<file path="config.mk">
export PLATFORM = sky130hd
export DESIGN_NAME = pwm_duty_controller
export DESIGN_NICKNAME = d
export VERILOG_FILES = /design/src/rtl/pwm_duty_controller.sv
export SDC_FILE = /design/constraint.sdc
export NUM_CORES = 1
export LEC_CHECK = 0
export BUFFER_PORTS_ARGS = -buffer_cell sky130_fd_sc_hd__buf_2
export CAP_MARGIN = 10
export CORE_UTILIZATION = 30
export CTS_CLUSTER_SIZE = 12
export DETAILED_ROUTE_END_ITERATION = 7
export MAX_ROUTING_LAYER = met4
export SYNTH_ARGS = -nofsm -noshare
export SYNTH_HDL_FRONTEND = slang
export SYNTH_SLANG_ARGS = --single-unit
</file>
<file path="constraint.sdc">
create_clock -name clk -period 3 [get_ports clk]
set_clock_uncertainty 0.05 [all_clocks]
set_input_delay 0.3 -clock clk [delete_from_list [all_inputs] [get_ports clk]]
set_output_delay 0.3 -clock clk [all_outputs]
set_load 0.02 [all_outputs]
</file>
<file path="src/rtl/pwm_duty_controller.sv">
// Button-driven saturating duty register and registered PWM generator.
// Define PWM_DUTY_SHADOW_EN to latch the duty only at period wrap (glitch-free PWM).
module pwm_duty_controller #(
    parameter int PWM_PERIOD = 1000,
    parameter int STEP = 100,
    parameter int DUTY_INIT = 500,
    localparam int DW = $clog2(PWM_PERIOD + 1)
) (
    input  logic          clk,
    input  logic          rst,
    input  logic          inc_pb,
    input  logic          dec_pb,
    output logic          pwm_out,
    output logic [DW-1:0] duty,
    output logic          at_max,
    output logic          at_min
);

    // A step larger than the period saturates identically in both directions.
    localparam int            STEP_SAT = (STEP > PWM_PERIOD) ? PWM_PERIOD : STEP;
    localparam logic [DW:0]   STEP_W   = (DW + 1)'(STEP_SAT);
    localparam logic [DW:0]   PERIOD_W = (DW + 1)'(PWM_PERIOD);
    localparam logic [DW-1:0] STEP_D   = DW'(STEP_SAT);
    localparam logic [DW-1:0] PERIOD_D = DW'(PWM_PERIOD);
    localparam logic [DW-1:0] CNT_MAX  = DW'(PWM_PERIOD - 1);
    localparam logic [DW-1:0] INIT_D   = DW'(DUTY_INIT);

    logic [1:0]    inc_sync_q, dec_sync_q;
    logic          inc_prev_q, dec_prev_q;
    logic          inc_evt, dec_evt;
    logic [DW:0]   sum_w;
    logic [DW-1:0] duty_q, duty_d;
    logic [DW-1:0] cnt_q, cnt_d;
    logic [DW-1:0] cmp_duty;
    logic          pwm_q, pwm_d;

    always_ff @(posedge clk) begin
        if (rst) begin
            inc_sync_q <= '0;
            dec_sync_q <= '0;
            inc_prev_q <= 1'b0;
            dec_prev_q <= 1'b0;
        end else begin
            inc_sync_q <= {inc_sync_q[0], inc_pb};
            dec_sync_q <= {dec_sync_q[0], dec_pb};
            inc_prev_q <= inc_sync_q[1];
            dec_prev_q <= dec_sync_q[1];
        end
    end

    // Simultaneous inc and dec events cancel; both are consumed.
    always_comb begin
        inc_evt = inc_sync_q[1] & ~inc_prev_q;
        dec_evt = dec_sync_q[1] & ~dec_prev_q;
        sum_w   = {1'b0, duty_q} + STEP_W;
        duty_d  = duty_q;
        if (inc_evt && !dec_evt) begin
            duty_d = (sum_w > PERIOD_W) ? PERIOD_D : sum_w[DW-1:0];
        end else if (dec_evt && !inc_evt) begin
            duty_d = ({1'b0, duty_q} < STEP_W) ? '0 : duty_q - STEP_D;
        end
    end

    always_comb begin
        cnt_d = (cnt_q == CNT_MAX) ? '0 : cnt_q + DW'(1);
        pwm_d = (cnt_q < cmp_duty);
    end

    always_ff @(posedge clk) begin
        if (rst) begin
            duty_q <= INIT_D;
            cnt_q  <= '0;
            pwm_q  <= 1'b0;
        end else begin
            duty_q <= duty_d;
            cnt_q  <= cnt_d;
            pwm_q  <= pwm_d;
        end
    end

`ifdef PWM_DUTY_SHADOW_EN
    logic [DW-1:0] duty_active_q;

    always_ff @(posedge clk) begin
        if (rst) begin
            duty_active_q <= INIT_D;
        end else if (cnt_q == CNT_MAX) begin
            duty_active_q <= duty_q;
        end
    end

    assign cmp_duty = duty_active_q;
`else
    assign cmp_duty = duty_q;
`endif

    assign pwm_out = pwm_q;
    assign duty    = duty_q;
    assign at_max  = (duty_q == PERIOD_D);
    assign at_min  = (duty_q == '0);

endmodule

</file>
-- Yosys cells after proc, flatten, opt, wreduce, memory -nomap -nowiden
Index checks and enable logic that the tools add are counted.
Widths: inputs -> output; s select.
- bits in registers: 27
- input bits: 4
- output and inout port bits: 13
- word-level logic and storage cells: 30
- $add $sub $neg: 3
- order comparisons: 3
- equality and inequality tests: 2
- mux-type cells: 4
- bitwise operators: 4
- reductions and logical operators: 7
- operators with widths (cell ; count):
    $mux 10 ; 4
    $eq 10x10->1 const B ; 2
    $add 10x7->11 const B ; 1
    $gt 11x10->1 const B ; 1
    $add 10x1->10 const B ; 1
    $logic_not 10->1 ; 1
    $lt 10x10->1 ; 1
    $lt 10x7->1 const B ; 1
    $sub 10x7->10 const B ; 1
    $and 1x1->1 ; 2
    $logic_and 1x1->1 ; 2
    $logic_not 1->1 ; 2
    $not 1->1 ; 2
    $reduce_bool 2->1 ; 1
    $reduce_or 2->1 ; 1

-- Logic depth before layout (Yosys ltp)
- depth after elaboration: 6
- mapped depth: 8
- depth with buffers taken out: 7

-- Least setup slack after synthesis
OpenSTA, ideal clock, no wires.
- kind: flip-flop to flip-flop
- start point: register duty_q[3] (netlist: duty[3])
- end point: register duty_q[2] (netlist: duty[2])
- library setup time: 122 ps
- arrival time: 2164 ps
- required time: 2828 ps
- slack: 664 ps
- cell stages (with the launch flop): 8
- path buffers: 1
- clock period less this slack: 2336 ps
- cell sequence: dfxtp_1 > ha_1 > buf_2 > a21boi_0 > or4_4 > a221oi_2 > o211ai_2 > a221o_1
- longest elaborated chain between the ends: 4
- elaborated cells on any way between the ends: 7
- classes of those cells: 1 x add/sub; 2 x order compare; 4 x mux
- ends and longest elaborated chain (what ; RTL line ; text):
    start, declared ; 32 ; logic [DW-1:0] duty_q, duty_d;
    start signal, assigned ; 75 ; duty_q <= duty_d;
    $add 10x7->11 or $lt 10x7->1 (tied branches) ; 55, 60 ;
    $gt 11x10->1 or $mux 10 (tied branches) ; 58, 60 ;
    $mux 10, on equally long branches ; 58, 59 ;
    $mux 10 (*) ; 57 ; if (inc_evt && !dec_evt) begin
Mark *: on every way between the ends. The rest lies on a longest branch, timed or not. The select of a mux whose other input is x is not followed.
A chain may end at the register's enable or synchronous reset.

-- Worst setup path after layout
- start point: register duty_q[2] (netlist: duty[2])
- end point: register duty_q[2] (netlist: duty[2])
- longest elaborated chain between the ends: 4
- elaborated cells on any way between the ends: 8
- classes of those cells: 2 x add/sub; 2 x order compare; 4 x mux
- ends and longest elaborated chain (what ; RTL line ; text):
    $add 10x7->11, or another cell as far along ; 55 ; sum_w = {1'b0, duty_q} + STEP_W;
    $gt 11x10->1 or $mux 10 (tied branches) ; 58, 60 ;
    $mux 10, on equally long branches ; 58, 59 ;
    $mux 10 (*) ; 57 ;
Marks and branches as above.

==> flow_summary_export.csv <==
group,metric,value,unit
clocking,path_clk_slew,0.09,ns
yosys,synth_area,1710,um2
yosys,ys.flop_type,"dfxtp_1",
clocking,cts_tree,"yes",
clocking,clockBufferDepth,2,
route,wl,3800,um
pwr,ir_drop,0.174,mV
clocking,insertion_delay,0.27,ns
die,rows,27,
critical_path,cp_max_fo,12,
die,ios,17,
layout,layout_common_cells,"dfxtp_1, nor2_1, ha_1, buf_2",
die,die_w,77.5,um
critical_path,critical_path_class,"flip-flop to flip-flop",
yosys,synth-edff-count,0,
sta,relSlewSlack,0.589,
yosys,ys_seq_elements,25,
sta,maxSlewViolCount,0,
sta,setup_viol,0,
layout,diodes,0,
yosys,async_reset_ff_frac,0,
placed_design,dp_hpwl,2720,um
yosys,syn_avg_cell_area,8.06,um2
route,dr.pass1.iters,4,
critical_path,path_cells,"ha_1 > a21boi_0 > or4_4 > a221oi_2 > o211ai_2 > a221o_1",
yosys,synth_area_leader_cell,"dfxtp_1",
yosys,synth_cells,212,
grt,grt_pass1_wl,6560,um
sta,max_freq,402,MHz
sta,rsz0062_at_grt,"false",
outcome,status,"completed",
route,final_antenna_net_count,0,
route,drc_errors,0,
yosys,ys_types,51,
clocking,ctsHtreeMaxLevel,1,
critical_path,crit_path_end_kind,"flip-flop",
grt,grt_pass1_vias,1349,
sta,timing.hold.ws,0.182,ns
sta,fin_crit_sh,0.829,
die,dieArea,6000,um2
layout,syn_to_final_growth,8.13,%
grt,grt_max_degree,22,
sta,period_needed,2.49,ns
sta,fin_setup_tns,0,ns
layout,final_layout_size_suffix_gt1_frac,0.102,
yosys,synth_top_area_frac,0.293,
clocking,post_cts_buffers,0,
grt,track_usage,0.139,
placed_design,routabilityCongestion,0.836,
yosys,yosysWarnings,0,
sta,finalHoldViolCount,0,
critical_path,cp_top_family,"compound AO/OA/AOI/OAI gates",
placed_design,portBuffers,14,
yosys,ys_seq_area_frac,0.293,
pwr,p_leak,0.000757,uW
critical_path,crit_buf_inv,0,
critical_path,critPathLaunchType,"flip-flop",
pwr,p_per_area,394,nW/um2
worst_hold_path,hold_path.class,"input pin to flip-flop",
grt,antenna_found_initial,0,
die,initial_core_util,0.310,
critical_path,r2r_setup_slack,0.51,ns
yosys,synth.area.top_cells,"dfxtp_1, ha_1, nor2_1",
die,die_y,77.5,um
sta,worstMarginPinSlew,0.615,ns
clocking,clockRootBuffer,"clkbuf_8",
route,dr_total_vias,1548,
critical_path,cp.arrival,2.61,ns
die,core,5510,um2
critical_path,cp_slowest_cell,"dfxtp_1",
route,viasPerCell,5.39,
clocking,numCtsBuffers,3,
job,maxCapViolations,0,
worst_hold_path,min_path_cells,2,
critical_path,r2r_cells,6,
critical_path,cp_num_cells,6,
clocking,cts_resized,0,
layout,final_common_cell,"dfxtp_1",
route,drt_iter0_markers,180,
grt,overflow,0,
route,wl_per_cell,13.2,um
critical_path,critPathMaxStageDelay,0.56,ns
layout,fin_nets,235,
clocking,clock-sinks,25,
clocking,cts_hold_buf,0,
critical_path,worstPathRequired,3.12,ns
flip-flops by register name, indices dropped and copies added (netlist names):
name,cells
inc_prev_q,1
pwm_out,1
duty,8
cnt_q,10
dec_sync_q,2
inc_sync_q,2
dec_prev_q,1
metal layers:
| metal | routed length (um) | global-route usage | vias up |
|---|---|---|---|
| met5 | 0 | - | - |
| met4 | 35 | 0.0264 | 0 |
| met3 | 173 | 0.0294 | 6 |
| met2 | 1710 | 0.217 | 50 |
| met1 | 1880 | 0.184 | 716 |
| li1 | - | - | 776 |
cells by family (layout without fill, tap and decap cells):
group           count (synthesis)  count (layout)  synth area share
flops                          25              25             0.293
xor+xnor                        8               8            0.0410
mux                             2               2            0.0117
other cells                     1               2           0.00219
compound gates                 57              57             0.243
fa+ha+maj                      15              15             0.110
buf+inv                        29              31            0.0747
simple gates                   75              75             0.225
layout make-up:
cell class                      instances  area (um2)
Sequential cell                        25         500
Fill cell                             569        3660
Clock inverter                          1        8.76
Tap cell                               72        90.1
Multi-Input combinational cell        159        1080
Clock buffer                            3        41.3
Timing Repair Buffer                   15        77.6
Inverter                               12        45.0
through the flow:
| stage | utilization | std cells | cell area (um2) | total power (uW) | worst slack (ns) |
|---|---|---|---|---|---|
| final | 0.336 | 287 | 1850 | 728 | 0.512 |
| after global routing | 0.336 | 287 | 1850 | 774 | 0.373 |
| after CTS | 0.336 | 287 | 1850 | 738 | 0.513 |
| after detailed placement | 0.327 | 283 | 1800 | 523 | 0.534 |
| after global placement | 0.327 | 283 | 1800 | 522 | 0.596 |
| after floorplan | - | 213 | 1710 | 489 | 0.664 |
power breakdown:
part / leakage, uW / switching, uW / internal (uW) / total [uW]
sequential: 0.000205 / 31.9 / 347 / 379
clock: 0.0000261 / 115 / 97.3 / 213
combinational: 0.000526 / 81.2 / 55.6 / 137
synthesized netlist by cell type (4+ instances only):
cell type,n
nor2_1,21
dfxtp_1,25
xnor2_1,4
nor2b_1,8
nand3_1,10
ha_1,15
nor3_1,8
inv_1,12
nand2_1,11
clkbuf_1,11
a21oi_1,7
o21ai_0,12
xor2_1,4
worst paths after layout:
kind | startpoint | to
hold / removal | inc_pb | inc_sync_q[0]
setup reg to reg | duty[2] | duty[2]
setup / recovery | duty[2] | duty[2]
hold reg to reg | dec_sync_q[0] | dec_sync_q[1]
No activity file was read; power rests on OpenSTA's default activity.
